**src/rtl/fifo_pkg.sv**
```systemverilog
// Shared types for the async FIFO read-side prefetch stage.
package fifo_pkg;

   localparam int FIFO_DATA_WIDTH = 8;
   localparam int FIFO_CNT_WIDTH  = 8;

   typedef logic [FIFO_DATA_WIDTH-1:0] fifo_word_t;

   typedef enum logic [1:0] {
      CNT0 = 2'd0,
      CNT1 = 2'd1,
      CNT2 = 2'd2
   } count_e;

endpackage

```
**src/rtl/fifo_rd_prefetch_if.sv**
```systemverilog
// Read-side bundle: memory/pointer handshake on one side, valid/ready stream on the other.
interface fifo_rd_prefetch_if
   import fifo_pkg::*;
#(
   parameter int DATA_WIDTH = FIFO_DATA_WIDTH,
   parameter int CNT_WIDTH  = FIFO_CNT_WIDTH
);
   logic                  rempty;
   logic [DATA_WIDTH-1:0] rdata;
   logic                  rinc;
   logic                  flush;
   logic                  m_valid;
   logic                  m_ready;
   logic [DATA_WIDTH-1:0] m_data;
   logic [1:0]            occupancy;
   logic [CNT_WIDTH-1:0]  drop_cnt;

   modport master (
      input  rempty, rdata, flush, m_ready,
      output rinc, m_valid, m_data, occupancy, drop_cnt
   );

   modport slave (
      output rempty, rdata, flush, m_ready,
      input  rinc, m_valid, m_data, occupancy, drop_cnt
   );
endinterface

```
**src/rtl/fifo_rd_prefetch.sv**
```systemverilog
// Two-entry registered prefetch buffer between the FIFO memory read port and a stream sink.
//
// state | meaning
// CNT0  | buffer empty, m_valid low
// CNT1  | head word in slot0
// CNT2  | head in slot0, second word in slot1; no further pops from the FIFO
module fifo_rd_prefetch
   import fifo_pkg::*;
#(
   parameter int DATA_WIDTH = FIFO_DATA_WIDTH,
   parameter int CNT_WIDTH  = FIFO_CNT_WIDTH
) (
   input  logic                rclk,
   input  logic                rrst,
   fifo_rd_prefetch_if.master  bus
);

   count_e                count_q, count_d;
   logic [DATA_WIDTH-1:0] slot0_q, slot0_d;
   logic [DATA_WIDTH-1:0] slot1_q, slot1_d;
   logic [CNT_WIDTH-1:0]  drop_cnt_q, drop_cnt_d;

   logic                  push;
   logic                  pop;
   logic [1:0]            dropped;
   logic [CNT_WIDTH:0]    drop_sum;

   // push only looks at registered state, so m_ready never reaches rinc combinationally
   assign push    = !rrst && !bus.rempty && !bus.flush && (count_q != CNT2);
   assign pop     = (count_q != CNT0) && bus.m_ready;
   assign dropped = 2'(count_q) - {1'b0, pop};
   assign drop_sum = {1'b0, drop_cnt_q} + (CNT_WIDTH+1)'(dropped);

   always_comb begin
      count_d    = count_q;
      slot0_d    = slot0_q;
      slot1_d    = slot1_q;
      drop_cnt_d = drop_cnt_q;
      if (bus.flush) begin
         count_d    = CNT0;
         drop_cnt_d = drop_sum[CNT_WIDTH] ? '1 : drop_sum[CNT_WIDTH-1:0];
      end else begin
         case (count_q)
            CNT0: begin
               if (push) begin
                  slot0_d = bus.rdata;
                  count_d = CNT1;
               end
            end
            CNT1: begin
               if (push && pop) begin
                  slot0_d = bus.rdata;
               end else if (push) begin
                  slot1_d = bus.rdata;
                  count_d = CNT2;
               end else if (pop) begin
                  count_d = CNT0;
               end
            end
            CNT2: begin
               if (pop) begin
                  slot0_d = slot1_q;
                  count_d = CNT1;
               end
            end
            default: count_d = CNT0;
         endcase
      end
   end

   always_ff @(posedge rclk) begin
      if (rrst) begin
         count_q    <= CNT0;
         slot0_q    <= '0;
         slot1_q    <= '0;
         drop_cnt_q <= '0;
      end else begin
         count_q    <= count_d;
         slot0_q    <= slot0_d;
         slot1_q    <= slot1_d;
         drop_cnt_q <= drop_cnt_d;
      end
   end

   assign bus.rinc      = push;
   assign bus.m_valid   = (count_q != CNT0);
   assign bus.m_data    = slot0_q;
   assign bus.occupancy = 2'(count_q);
   assign bus.drop_cnt  = drop_cnt_q;

endmodule
```
**src/flat_wrapper.sv**
```systemverilog
// flat-port wrapper written by rule: the top's interface ports become plain ports
module fifo_rd_prefetch_flat import fifo_pkg::*;
#(
   parameter int DATA_WIDTH = FIFO_DATA_WIDTH,
   parameter int CNT_WIDTH  = FIFO_CNT_WIDTH
)
  (rclk, rrst, bus_rempty, bus_rdata, bus_flush, bus_m_ready, bus_rinc, bus_m_valid, bus_m_data, bus_occupancy, bus_drop_cnt);
  fifo_rd_prefetch_if #(.DATA_WIDTH(DATA_WIDTH), .CNT_WIDTH(CNT_WIDTH)) bus_i ();
  input  logic rclk;
  input  logic rrst;
  input wire logic [$bits(bus_i.rempty)-1:0] bus_rempty;
  input wire logic [$bits(bus_i.rdata)-1:0] bus_rdata;
  input wire logic [$bits(bus_i.flush)-1:0] bus_flush;
  input wire logic [$bits(bus_i.m_ready)-1:0] bus_m_ready;
  output wire logic [$bits(bus_i.rinc)-1:0] bus_rinc;
  output wire logic [$bits(bus_i.m_valid)-1:0] bus_m_valid;
  output wire logic [$bits(bus_i.m_data)-1:0] bus_m_data;
  output wire logic [$bits(bus_i.occupancy)-1:0] bus_occupancy;
  output wire logic [$bits(bus_i.drop_cnt)-1:0] bus_drop_cnt;
  assign bus_i.rempty = bus_rempty;
  assign bus_i.rdata = bus_rdata;
  assign bus_i.flush = bus_flush;
  assign bus_i.m_ready = bus_m_ready;
  assign bus_rinc = bus_i.rinc;
  assign bus_m_valid = bus_i.m_valid;
  assign bus_m_data = bus_i.m_data;
  assign bus_occupancy = bus_i.occupancy;
  assign bus_drop_cnt = bus_i.drop_cnt;
  fifo_rd_prefetch #(.DATA_WIDTH(DATA_WIDTH), .CNT_WIDTH(CNT_WIDTH)) u_core (.rclk(rclk), .rrst(rrst), .bus(bus_i));
endmodule
```
**config.mk**
```make
export PLATFORM = sky130hd
export DESIGN_NAME = fifo_rd_prefetch_flat
export DESIGN_NICKNAME = d
export VERILOG_FILES = /design/src/rtl/fifo_pkg.sv /design/src/rtl/fifo_rd_prefetch_if.sv /design/src/rtl/fifo_rd_prefetch.sv /design/src/flat_wrapper.sv
export SDC_FILE = /design/constraint.sdc
export NUM_CORES = 1
export LEC_CHECK = 0
export CAP_MARGIN = 15
export CORE_MARGIN = 2
export CORE_UTILIZATION = 45
export CTS_CLUSTER_SIZE = 28
export DETAILED_ROUTE_END_ITERATION = 8
export HOLD_SLACK_MARGIN = 0.05
export PLACE_DENSITY = 0.75
export SYNTH_ARGS = -nofsm -noshare
export SYNTH_HDL_FRONTEND = slang
export SYNTH_SLANG_ARGS = --single-unit
```
**constraint.sdc**
```tcl
create_clock -name rclk -period 5.17 [get_ports rclk]
set_input_delay 0.517 -clock rclk [delete_from_list [all_inputs] [get_ports rclk]]
set_output_delay 0.517 -clock rclk [all_outputs]
set_load 0.02 [all_outputs]
```
* Word level (Yosys, flattened, before mapping)
Cells that the tools add are included.
** Operators by class
- Add/subtract/negate cells :: 2
- Eq/ne operators :: 8
- Multiplexer cells :: 11
- Bitwise gates (word level) :: 2
- Reduce and logical (&&, ||, !) cells :: 15
** Operators with widths (number)
- 8-bit 2-to-1 mux :: 4
- 8-bit one-hot mux with 3 select lines :: 1
- 2-bit 2-to-1 mux :: 5
- 8-bit by 2-bit adder with 9-bit output :: 1
- 4-bit AND reduction :: 2
- 2-bit by 1-bit != test with 1-bit output, second input constant :: 3
- 2-bit one-hot mux with 3 select lines :: 1
- 1-bit logical AND :: 5
- 5-bit AND reduction :: 1
- 2-bit != test, second input constant :: 2
- 1-bit logical NOT :: 3
- 3-bit by 1-bit != test with 1-bit output, second input constant :: 1
- 3-bit nonzero test :: 1
- 2-bit by 1-bit == test with 1-bit output, second input constant :: 1
- 2-bit == test, second input constant :: 1
- 2-bit logical NOT :: 1
- 1-bit NOT :: 2
- 2-bit nonzero test :: 1
- 2-bit OR reduction :: 1
- 2-bit by 1-bit subtractor with 2-bit output :: 1
** Storage, ports and cells
- Register bits after elaboration :: 26
- Input bits :: 13
- Output and inout port bits :: 20
- Word-level logic and storage cells :: 42

* Logic depth before layout (Yosys ltp)
Gate-level depths: netlist of the first run.
- Depth after elaboration :: 7
- Depth in mapped cells :: 10
- Depth with buffers taken out :: 10

* Least setup slack after synthesis of the first run
Ideal clock, no wire load.
- Path type :: register to register
- From :: register u_core.count_q[1], in the netlist u_core.bus.occupancy[1]
- To :: register u_core.drop_cnt_q[6], in the netlist u_core.bus.drop_cnt[6]
- Library setup time :: 0.123 ns
- Data arrival time :: 2.262 ns
- Data required time :: 5.047 ns
- Setup slack :: 2.785 ns
- Cell stages (with the launch flop) :: 11
- Path buffers :: 0
- Period minus slack after synthesis :: 2.385 ns
- Cells stage by stage :: dfxtp_1 or2_2 and2_1 ha_1 inv_1 ha_1 fa_1 nand3_1 nor2_1 a21oi_1 nor3_1
** Between the ends
- Cells in the longest elaborated chain, start to end :: 5
** Ends and longest elaborated chain
- from (decl) :: RTL line fifo_rd_prefetch.sv:18 : count_e count_q, count_d;
- from (signal assigned) :: RTL line fifo_rd_prefetch.sv:78 : count_q <= count_d;
- 2-bit nonzero test
- net bus_m_valid :: RTL line flat_wrapper.sv:16 : output wire logic [$bits(bus_i.m_valid)-1:0] bus_m_valid;
- 1-bit logical AND :: RTL line fifo_rd_prefetch.sv:30 : assign pop = (count_q != CNT0) && bus.m_ready;
- 2-bit by 1-bit subtractor with 2-bit output :: RTL line fifo_rd_prefetch.sv:31 : assign dropped = 2'(count_q) - {1'b0, pop};
- 8-bit by 2-bit adder with 9-bit output :: RTL line fifo_rd_prefetch.sv:32 : assign drop_sum = {1'b0, drop_cnt_q} + (CNT_WIDTH+1)'(dropped);
- 8-bit 2-to-1 mux :: RTL line fifo_rd_prefetch.sv:41 : drop_cnt_d = drop_sum[CNT_WIDTH] ? '1 : drop_sum[CNT_WIDTH-1:0];
- to (signal assigned) :: RTL line fifo_rd_prefetch.sv:81 : drop_cnt_q <= drop_cnt_d;
- to (decl) :: RTL line fifo_rd_prefetch.sv:21 : logic [CNT_WIDTH-1:0] drop_cnt_q, drop_cnt_d;
The timed path passes the listed nets, and every way through them passes these cells.
A chain may end at the register's enable or synchronous reset.

* Worst setup path in the final report of the first run
- From :: input port rrst
- To :: output port bus_rinc
** Between the ends
- Cells in the longest elaborated chain, start to end :: 4
** Ends and longest elaborated chain
- from (decl) :: RTL line flat_wrapper.sv:10 : input logic rrst;
- 1-bit logical NOT :: RTL line fifo_rd_prefetch.sv:29 : assign push = !rrst && !bus.rempty && !bus.flush && (count_q != CNT2);
- 1-bit logical AND (3 in a row) :: RTL line fifo_rd_prefetch.sv:29
- to (decl) :: RTL line flat_wrapper.sv:15 : output wire logic [$bits(bus_i.rinc)-1:0] bus_rinc;
Every way passes these cells.

==> reports/metrics.yaml, run 1 <==
yosys:
  yosysSeqAreaShare_pct: 41.94
  netlist.area_leader.share_pct: 41.94
  synth_cells: 124
  synth.cell_area_sq_um: 1241
  synth-edff-count: 0
  synth.net_count: 141
  ys.flop_type: "dfxtp_1"
  yosysTopAreaCell: "dfxtp_1"
  ys_warn_count: 0
  async_flop_share_pct: 0
  synth_area_leaders: "dfxtp_1, mux2i_1, nor2_1"
  synth.distinct_cells: 34
  synth.avg_cell_area_sq_um: 10.01
  ys_ff_latch: 26
worst_setup_path:
  crit_top_cell: "clkdlybuf4s50_1"
  cp-end-kind: "primary output"
  cp-start-kind: "primary input"
  r2r_start: "u_core.bus.occupancy[1]"
  cp.required_ps: 4650
  cp-startpoint: "rrst"
  worstSetupPathType: "in -> out"
  critPathMaxStageDelay_ps: 910
  critPathSlowestCell: "clkdlybuf4s50_1"
  arrival_ps: 2540
  path_cells: "clkdlybuf4s50_1 -> nor4_1 -> clkdlybuf4s50_1"
  cp_max_fo: 28
placement:
  placed_area_sq_um: 1570
  gp_congestion: 0.7274
  port_buffers: 32
  hpwlAfterDp_um: 1759
  dp_slack_ps: 2084
  place_inst: 181
timing:
  setup_viol: 0
  postLayoutSetupSlackWorst_ps: 2111
  finalCritPeriodShare_pct: 59.17
  whs_ps: 510.1
  layout_min_cycle_time_ps: 3059
  tns_ps: 0
  worst_pin_slew_ps: 984.0
  rsz0062_at_grt: "no"
  relSlewSlack_pct: 34.19
  finalHoldViolations: 0
  slew_violations: 0
  timing.fmax_mhz: 326.9
  clock-skew-final_ps: 5.920
finish:
  ff_latch_area_sq_um: 520.5
  area_growth_pct: 29.44
  instances_no_fill: 185
  final_core_util_pct: 59.80
  fillers: 249
  multi_input_area_sq_um: 683.2
  diodes: 0
  nNetsFinal: 172
  fin_area_sq_um: 1607
  layout-drive-gt1-share_pct: 8.442
routing:
  drt_iter0_drc: 20
  dr.pass1.iters: 4
  drt-total-wl_um: 2363
  antenna_left: 0
  vias: 993
  viasPerCell: 5.368
  wl_per_cell_um: 12.77
  drc: 0
global_route:
  overflow: 0
  antenna_found_initial: 0
  grt.total_usage_pct: 15.23
  grt_pass1_vias: 963
  grt_max_degree: 29
  grt_pass1_wl_um: 3946
cts:
  cts-resized-gates: 0
  htreeDepth: 1
  cts_sinks: 26
  postCtsHoldBufs: 0
  clk_latency_ps: 310
  post_cts.repair.setup_buffers: 0
  cts_tree: "yes"
  numCtsBuffers: 3
  clkTransAtPathRegs_ps: 140
  cts_buffer_depth: 2
  cts_root_buf: "clkbuf_4"
worst_hold_path:
  hp-class: "reg -> reg"
  min_from: "u_core.slot1_q[6]"
flow_run:
  max_cap_violations: 0
power:
  ir_worst_vdd_uv: 146.4
  leakage_nw: 0.6908
  power_density_nw_per_um2: 221.2
  power.total_mw: 0.3554
floorplan:
  dieArea_sq_um: 3195
  core-area_sq_um: 2686
  ios: 33
  start_util_pct: 46.20
  fp.dieH_um: 56.52
  placementRows: 19
  die_w_um: 56.52
status:
  status: "completed"
==> cell type report <==
| class | count | area share, % |
|---|---|---|
| clock buffer | 4 | 2.259 |
| inverter | 2 | 0.4673 |
| multi-input combinational | 90 | 42.52 |
| sequential | 26 | 32.40 |
| tap | 31 | 2.414 |
| timing repair buffer | 32 | 19.94 |
==> logic make-up after synthesis <==
group,Yosys count,synth area share (%)
and+or+nand+nor,42,17.74
DFF,26,41.94
adders and majority gates,4,4.637
AOI/OAI and AO/OA,14,8.065
buffers and inverters,8,3.025
xor gates and xnor gates,4,2.823
muxes,26,21.77
==> cells in the mapped netlist (all sizes together) (2+ instances only) <==
library cell	number
nor4bb	2
a21oi	8
dfxtp	26
ha	3
nand2	4
buf	3
nand2b	2
nor2	20
xnor2	3
mux2i	18
clkbuf	3
nor3	5
mux2	8
a31oi	3
inv	2
nor4	3
==> cell usage in the layout (no fill, tap or decap), types with 2 or more instances in the layout <==
master and n:
mux2_2 2, a21oi_1 8, clkdlybuf4s50_1 32, ha_1 3, xnor2_1 3, inv_1 2, a31oi_1 2, mux2_1 6
nor2_1 18, nor3_1 4, nor2_2 2, clkbuf_4 3, mux2i_1 18, nor4_1 3, nor4bb_1 2, nand2_1 4
dfxtp_1 26
==> per-layer routing <==
layer	vias up	wire length (um)	track usage [%]
met1	460	1117	19.28
met5	-	0	0
met2	30	1132	25.91
li1	501	-	-
met4	0	12	5.442
met3	2	100	2.535
==> report_power, final <==
part	leakage (nW)	switching [mW]	internal, mW	total (mW)
registers	0.210	0.00315	0.204	0.207
clock network	0.0210	0.0570	0.0430	0.100
logic	0.460	0.0225	0.0256	0.0481
total	0.691	0.0827	0.273	0.355
==> state kept, by name (all words and copies together) (netlist names) <==
register,count
u_core.bus.m_data,8
u_core.bus.occupancy,2
u_core.bus.drop_cnt,8
u_core.slot1_q,8
==> worst max-delay path, delay by kind of cell <==
| family | cells | cell delay [ps] |
|---|---|---|
| buffers and inverters | 2 | 1570 |
| AND/OR/NAND/NOR | 1 | 440 |
==> final timing paths <==
kind                            end  slack, ps  depth (start not counted)
min reg2reg       u_core.slot1_q[6]        510                          2
min               u_core.slot1_q[6]        510                          2
max                        bus_rinc       2110                          3
max reg2reg  u_core.bus.drop_cnt[1]       2720                         10
No activity file was read; power rests on OpenSTA's default activity.
==> run 2, diff against run 1 <==
CORE_UTILIZATION = 43   (was 45)
clock period = 2.5 ns   (was 5.17 ns; I/O delays follow)
==> run 2 against run 1 <==
Against the previous run:
- non-clock buffer count is 6 higher
- via count increased by 8.3%
- setup slack worse by 1900 ps
- sequential share of layout area fell by 0.88 points
- sequential power increased by 110%
- sequential cell count unchanged
- critical path depth rose by 7
- design area up 2.8%
- utilization is 0.087 points higher
- die area up 4.3%
==> reports/metrics.yaml, run 2 (same netlist as run 1, synthesis figures left out) <==
power:
  clockPowerShare_pct: 28.3
  p_int_mw: 0.5693
  power.total_mw: 0.7456
  p_comb_share_pct: 14.4
  ir_worst_vdd_uv: 299.0
  leakage_nw: 0.7207
  p_sw_mw: 0.1763
  swShare_pct: 23.64
  power_density_nw_per_um2: 451.4
  seqPwrFrac_pct: 57.3
timing:
  relSlewSlack_pct: 59.86
  layout_min_cycle_time_ps: 2312
  slew_violations: 0
  timing.fmax_mhz: 432.4
  rsz0062_at_grt: "no"
  whs_ps: 509.3
  finalHoldViolations: 0
  worst_pin_slew_ps: 598.9
  clock-skew-final_ps: 1.636
  setup_viol: 0
  tns_ps: 0
  finalCritPeriodShare_pct: 92.50
status:
  status: "completed"
cts:
  numCtsBuffers: 3
  postCtsHoldBufs: 0
  clkTransAtPathRegs_ps: 140
  clk_latency_ps: 320
  cts_sinks: 26
  cts_buffer_depth: 2
  cts_root_buf: "clkbuf_4"
  htreeDepth: 1
  cts-resized-gates: 0
  post_cts.repair.setup_buffers: 0
  cts_tree: "yes"
worst_setup_path:
  path_cells: "or2_2 -> and2_1 -> ha_1 -> inv_1 -> ha_1 -> fa_1 -> nand3_1 -> nor2_1 -> a21oi_1 -> nor3_1"
  crit_top_cell: "ha_1"
  rr_endpoint: "u_core.bus.drop_cnt[6]"
  critPathMaxStageDelay_ps: 410
  cp-start-kind: "flop"
  arrival_ps: 2530
  worstSetupPathType: "reg -> reg"
  r2r_start: "u_core.bus.occupancy[1]"
  cp.required_ps: 2720
  reg2regPathDepth: 10
  critPathSlowestCell: "fa_1"
  r2r_setup_slack_ps: 190
  cp-startpoint: "u_core.bus.occupancy[1]"
  cp_max_fo: 5
  cp-end-kind: "flop"
floorplan:
  core-area_sq_um: 2758
  fp.dieH_um: 57.73
  dieArea_sq_um: 3332
  start_util_pct: 45.01
  placementRows: 19
  ios: 33
  die_w_um: 57.73
finish:
  fillers: 247
  final_common_cell: "clkdlybuf4s50_1"
  nNetsFinal: 178
  diodes: 0
  area_growth_pct: 33.06
  fin_area_sq_um: 1652
  ff_latch_area_sq_um: 520.5
  final_cell_mix: "clkdlybuf4s50_1, dfxtp_1, mux2i_1, nor2_1, a21oi_1"
  final_core_util_pct: 59.89
  layout-drive-gt1-share_pct: 11.88
  multi_input_area_sq_um: 683.2
worst_hold_path:
  whs_path_depth: 2
  min_to: "u_core.slot1_q[7]"
  hp-class: "reg -> reg"
  min_from: "u_core.slot1_q[7]"
placement:
  port_buffers: 32
  gp_congestion: 0.7386
  hpwlAfterDp_um: 1999
  placed_area_sq_um: 1615
global_route:
  antenna_found_initial: 0
  grt_max_degree: 19
  grt_pass1_wl_um: 4519
  grt.total_usage_pct: 17.03
  grt_pass1_vias: 1053
  overflow: 0
routing:
  viasPerCell: 5.628
  vias: 1075
  drt-total-wl_um: 2631
  antenna_left: 0
  drt_iter0_drc: 40
  dr.pass1.iters: 4
  drc: 0
  wl_per_cell_um: 13.77
flow_run:
  max_cap_violations: 0
run 2: cell types whose count changed in the layout (fill, tap and decap cells not counted), sizes merged:
cell  previous run  this run
buf              0         6
run 2: critical path, delay by kind of cell, from the launching register on:
| kind | cells | cell delay (ps) |
|---|---|---|
| AOI/OAI and AO/OA | 1 | 160 |
| buffers and inverters | 1 | 40 |
| and+or+nand+nor | 5 | 810 |
| adders and majority gates | 3 | 880 |
| DFF | 1 | 330 |
run 2: per-stage QoR:
stage / worst slack (ps) / std cells
floorplan: 115.4 / 124
global placement: 236.8 / 187
detailed placement: 131.3 / 187
CTS: 194.3 / 191
global route: 79.90 / 191
finish: 187.5 / 191
run 2: power groups by stage:
stage	clock network, mW	logic [mW]	registers (mW)
floorplan	0	0.0466	0.446
global placement	0	0.105	0.436
detailed placement	0	0.108	0.436
CTS	0.223	0.109	0.427
global route	0.237	0.117	0.429
finish	0.211	0.108	0.427
run 2: layout make-up:
| cell class | instances | share of cell area, % |
|---|---|---|
| timing repair buffer | 38 | 22.12 |
| inverter | 2 | 0.4545 |
| clock buffer | 4 | 2.197 |
| tap | 31 | 2.348 |
| multi-input combinational | 90 | 41.36 |
| sequential | 26 | 31.52 |
run 2: metal layers:
layer | track usage [%] | share of wire, %
met2 | 31.17 | 52
met1 | 19.86 | 41
met4 | 5.648 | 0.46
met3 | 3.125 | 6.4
met5 | 0 | 0
run 2: how the worst max path moves through the flow:
| stage | end | slack [ps] | depth (start not counted) |
|---|---|---|---|
| 2_1_floorplan | u_core.bus.drop_cnt[6] | 120 | 10 |
| 3_3_place_gp | u_core.bus.drop_cnt[6] | 240 | 10 |
| 3_5_place_dp | u_core.bus.drop_cnt[6] | 130 | 10 |
| 4_1_cts | u_core.bus.drop_cnt[6] | 190 | 10 |
| 5_1_grt | u_core.bus.drop_cnt[0] | 80 | 10 |
| 6_report | u_core.bus.drop_cnt[6] | 190 | 10 |
